`config.mk`:
```
export PLATFORM = sky130hd
export DESIGN_NAME = spi_master_tx
export DESIGN_NICKNAME = d
export VERILOG_FILES = /design/src/rtl/spi_master_tx.sv
export SDC_FILE = /design/constraint.sdc
export NUM_CORES = 1
export LEC_CHECK = 0
export CORE_UTILIZATION = 45
export DETAILED_ROUTE_END_ITERATION = 12
export GPL_TIMING_DRIVEN = 0
export PLACE_DENSITY = 0.68
export SYNTH_ARGS = -nofsm -noshare
export SYNTH_HDL_FRONTEND = slang
export SYNTH_SLANG_ARGS = --single-unit
```
`constraint.sdc`:
```
create_clock -name SCLK -period 5 [get_ports SCLK]
set_input_delay 1 -clock SCLK [delete_from_list [all_inputs] [get_ports SCLK]]
set_output_delay 1 -clock SCLK [all_outputs]
set_load 0.05 [all_outputs]
```
`src/rtl/spi_master_tx.sv`:
```
// SPI Mode-0 master: one full-duplex 8-bit transfer per start request.
// Every non-idle state lasts HALF_DIV SCLK cycles; all outputs registered.
module spi_master_tx #(
    parameter int HALF_DIV = 2
) (
    input  logic       SCLK,
    input  logic       reset,
    input  logic       start,
    input  logic [7:0] tx_data,
    output logic       busy,
    output logic       done,
    output logic [7:0] rx_data,
    output logic       CS,
    output logic       SCK,
    output logic       MOSI,
    input  logic       MISO
);

    localparam int PH_W = $clog2(HALF_DIV + 1);
    localparam logic [PH_W-1:0] PH_LAST = PH_W'(HALF_DIV - 1);

    typedef enum logic [2:0] {
        IDLE,
        SETUP,
        SCK_HI,
        SCK_LO,
        HOLD,
        GAP
    } state_t;

    state_t          r_state;
    logic [PH_W-1:0] r_phase;
    logic [2:0]      r_bit;
    logic [6:0]      r_tx_shift;
    logic [7:0]      r_rx_shift;
    logic [7:0]      r_rx_data;
    logic            r_busy;
    logic            r_done;
    logic            r_cs;
    logic            r_sck;
    logic            r_mosi;
    logic            w_phase_end;

    assign w_phase_end = (r_phase == PH_LAST);

    assign busy    = r_busy;
    assign done    = r_done;
    assign rx_data = r_rx_data;
    assign CS      = r_cs;
    assign SCK     = r_sck;
    assign MOSI    = r_mosi;

    always_ff @(posedge SCLK or posedge reset) begin
        if (reset) begin
            r_state    <= IDLE;
            r_phase    <= '0;
            r_bit      <= 3'd0;
            r_tx_shift <= 7'd0;
            r_rx_shift <= 8'd0;
            r_rx_data  <= 8'd0;
            r_busy     <= 1'b0;
            r_done     <= 1'b0;
            r_cs       <= 1'b1;
            r_sck      <= 1'b0;
            r_mosi     <= 1'b0;
        end else begin
            r_done <= 1'b0;
            // Phase restarts on every state change, which happens only at phase end
            if (r_state != IDLE) begin
                r_phase <= w_phase_end ? '0 : r_phase + 1'b1;
            end
            case (r_state)
                IDLE: begin
                    if (start) begin
                        r_tx_shift <= tx_data[6:0];
                        r_mosi     <= tx_data[7];
                        r_cs       <= 1'b0;
                        r_busy     <= 1'b1;
                        r_bit      <= 3'd0;
                        r_phase    <= '0;
                        r_state    <= SETUP;
                    end
                end
                SETUP, SCK_LO: begin
                    if (w_phase_end) begin
                        r_sck      <= 1'b1;
                        r_rx_shift <= {r_rx_shift[6:0], MISO};
                        r_state    <= SCK_HI;
                    end
                end
                SCK_HI: begin
                    if (w_phase_end) begin
                        r_sck <= 1'b0;
                        if (r_bit == 3'd7) begin
                            r_state <= HOLD;
                        end else begin
                            r_mosi     <= r_tx_shift[6];
                            r_tx_shift <= {r_tx_shift[5:0], 1'b0};
                            r_bit      <= r_bit + 3'd1;
                            r_state    <= SCK_LO;
                        end
                    end
                end
                HOLD: begin
                    if (w_phase_end) begin
                        r_cs      <= 1'b1;
                        r_mosi    <= 1'b0;
                        r_rx_data <= r_rx_shift;
                        r_done    <= 1'b1;
                        r_state   <= GAP;
                    end
                end
                GAP: begin
                    // Guarantees a minimum CS-high time between transfers
                    if (w_phase_end) begin
                        r_busy  <= 1'b0;
                        r_state <= IDLE;
                    end
                end
                default: r_state <= IDLE;
            endcase
        end
    end

endmodule

```
==> results of run 1 <==
-- registers in the layout, summed over array words and instances (netlist names) --
| name | flops |
|---|---|
| CS | 1 |
| MOSI | 1 |
| SCK | 1 |
| busy | 1 |
| done | 1 |
| r_bit | 3 |
| r_phase | 2 |
| r_rx_shift | 8 |
| r_state | 3 |
| r_tx_shift | 7 |
| rx_data | 8 |
-- kinds of logic after synthesis --
| group | Yosys count | share of synthesized area (%) |
|---|---|---|
| adder cells (fa/ha/maj) | 2 | 1.516 |
| flip-flops | 36 | 54.66 |
| AO/OA/AOI/OAI | 32 | 16.30 |
| multiplexers | 20 | 13.57 |
| buffers and inverters | 11 | 4.094 |
| AND/OR/NAND/NOR | 25 | 9.326 |
| XOR/XNOR | 1 | 0.5308 |
-- final timing paths --
path                       startpoint  cells after the start  slack, ns       endpoint
setup / recovery                   CS                      1       2.32             CS
hold / removal                     CS                      2       0.47             CS
setup reg to reg             r_bit[0]                      6       3.13       r_bit[0]
hold reg to reg                    CS                      2       0.47             CS
max in group asynchronous       reset                      2       3.42  r_tx_shift[1]
min in group asynchronous       reset                      2       1.10  r_rx_shift[2]
-- final cells by class --
class | instances | area (µm²) | share of cell area (%)
buffer | 6 | 48.80 | 2.419
clock buffer | 8 | 68.82 | 3.412
inverter | 5 | 18.77 | 0.9305
multi-input combinational | 80 | 680.7 | 33.75
sequential | 36 | 902.1 | 44.73
tap | 46 | 57.56 | 2.854
timing repair buffer | 24 | 240.2 | 11.91
-- metrics by stage --
| stage | worst slack (ns) | area, µm² | instances |
|---|---|---|---|
| floorplan | 3.139 | 1650 | 127 |
| global placement | 2.441 | 1948 | 197 |
| detailed placement | 2.401 | 1948 | 197 |
| CTS | 2.301 | 2017 | 205 |
| global route | 2.248 | 2017 | 205 |
| finish | 2.319 | 2017 | 205 |
-- cell usage in the layout, fill, tap and decap left out, types with 3 or more instances in the layout --
cell type | Yosys | routed
mux2_2 | 16 | 16
o21ai_0 | 7 | 7
clkbuf_4 | 0 | 5
nand2_1 | 7 | 7
mux2_1 | 3 | 3
nor2_1 | 4 | 4
dfrtp_1 | 35 | 35
o22ai_1 | 7 | 7
a2bb2oi_2 | 6 | 6
clkdlybuf4s50_1 | 0 | 24
buf_2 | 3 | 3
inv_1 | 5 | 4
a21oi_1 | 3 | 3
buf_6 | 3 | 3
-- synthesized netlist by cell type (all sizes together) --
cell type / count / share of area, %
nand2: 8 / 2.0
and3: 2 / 0.83
xnor2: 1 / 0.53
a2bb2oi: 6 / 5.5
o21a: 1 / 0.46
nand3b: 1 / 0.46
buf: 6 / 3.0
dfstp: 1 / 1.6
nor2: 6 / 2.3
nor3b: 1 / 0.76
nor3: 2 / 0.91
o21ai: 7 / 2.1
mux2: 19 / 13
nor2b: 1 / 0.38
nand3: 1 / 0.61
o211a: 1 / 0.61
a31o: 1 / 0.53
a22o: 2 / 1.1
a21oi: 3 / 0.91
nand2b: 2 / 0.76
inv: 5 / 1.1
dfrtp: 35 / 53
and2: 1 / 0.38
a22oi: 1 / 0.46
mux2i: 1 / 0.61
a21boi: 2 / 1.6
o31ai: 1 / 0.46
o22ai: 7 / 2.7
ha: 2 / 1.5
-- power by group --
group	leakage [µW]	internal, µW	switching [µW]
Combinational	0.000441	224	212
Clock	0.0000386	82.8	92.7
Sequential	0.000444	377	52.8
Total	0.000924	684	357
-- layer usage --
| metal | vias up | global-route usage (%) | wire, µm | part of all wire (%) |
|---|---|---|---|---|
| li1 | 519 | - | - | - |
| met1 | 529 | 21.01 | 1277 | 45 |
| met2 | 20 | 27.99 | 1350 | 48 |
| met3 | 6 | 6.204 | 135 | 4.8 |
| met4 | 0 | 6.105 | 44 | 1.6 |
| met5 | - | 0 | 0 | 0 |
==> flow_metrics.py, run 1 <==
metrics = {
    "logic_synthesis": {
        "synth_cell_types": 36,
        "ys_seq_elements": 36,
        "ys_seq_area_share_pct": 54.66,
        "synthCells": 127,
        "ys_warn_count": 0,
        "avgSynthCellArea_um2": 12.99,
        "syn_nets": 141,
        "synth.cell_area_um2": 1650,
    },
    "final_layout": {
        "diodes": 0,
        "fillCellCount": 301,
        "area_delta_synth_final_pct": 22.21,
        "fin_util_pct": 59.05,
        "drive_gt1_share_pct": 28.93,
        "nNetsFinal": 172,
    },
    "clock_tree": {
        "post_cts_resized": 0,
        "clock_latency_ns": 0.33,
        "root_buffer": "clkbuf_4",
        "clock_sinks": 36,
        "postCtsSetupRepairBufs": 0,
        "htree_levels": 2,
        "cts_max_path_buffers": 2,
        "cts_tree": "yes",
        "cts_hold_buf": 0,
        "cts_buffers": 5,
        "clk_pin_slew_ns": 0.10,
    },
    "worst_setup_path": {
        "crit_chain": "clkdlybuf4s50_1",
        "critPathArrivalTime_ns": 1.68,
        "crit_fanout": 2,
        "startpoint_type": "flip-flop",
        "crit_slowest_cell": "clkdlybuf4s50_1",
        "worstPathRequired_ns": 4.00,
        "critPathCaptureType": "output port",
        "cp_top_family": "buffers and inverters",
        "crit_buf_inv": 1,
        "slowest_delay_ns": 0.80,
        "crit_type": "flip-flop to output port",
    },
    "die": {
        "initial_core_util_pct": 48.32,
        "io_pins": 25,
        "die_area_um2": 3914,
        "die_h_um": 62.56,
        "coreArea_um2": 3416,
        "die_w_um": 62.56,
        "rows": 21,
    },
    "global_route": {
        "antenna_found_initial": 0,
        "grt_pass1_vias": 1149,
        "grt_pass1_wl_um": 5119,
        "grt_use_total_pct": 17.21,
        "grt_max_degree": 37,
        "overflow": 0,
    },
    "timing": {
        "timing.fmax_ghz": 0.3730,
        "fin_tns_setup_ns": 0,
        "rsz0062_at_grt": "no",
        "timing.hold.ws_ns": 0.4689,
        "drv_slew": 0,
        "worst_slew_pin_slew_ns": 0.7334,
        "final-hold-violation-count": 0,
        "fin_worst_skew_ns": 0.01076,
        "maxSlewHeadroom_pct": 51.03,
        "period_needed_ns": 2.681,
        "finalCritPeriodShare_pct": 53.62,
        "setup_violations": 0,
    },
    "drt": {
        "drt_iter0_drc": 51,
        "vias": 1074,
        "viasPerCell": 5.239,
        "wire_per_inst_um": 13.69,
        "drtAntennaViolNets": 0,
        "drt-total-wl_um": 2807,
        "drc_errors": 0,
        "dr.pass1.iters": 4,
    },
    "place": {
        "gp_congestion": 0.7864,
        "dp_hpwl_um": 1995,
        "port_buffers": 24,
    },
    "power_and_ir_drop": {
        "power_density_nw_per_um2": 516.4,
        "total_power_uw": 1041,
        "leakage_uw": 0.0009238,
        "vdd_ir_drop_max_mv": 0.2911,
    },
    "status": {
        "outcome": "complete, no violations",
    },
    "job": {
        "drv_cap": 0,
    },
    "min_path": {
        "hold_path.class": "flip-flop to flip-flop",
    },
}
Power figures use the tool's default switching activity.
==> run 2: changes to the inputs <==
clock period = 2.6 ns   (was 5 ns; I/O delays follow)
==> results of run 2 <==
Same layout as run 1 (identical final DEF). Status: complete, no violations.
Among the figures that moved: setup slack after placement 2.401 ns -> 0.4815 ns; setup slack after layout 2.319 ns -> 0.3990 ns; register-to-register setup slack 3.13 ns -> 0.73 ns; total power 1041 µW -> 2003 µW; worst IR drop on VDD 0.2911 mV -> 0.5599 mV
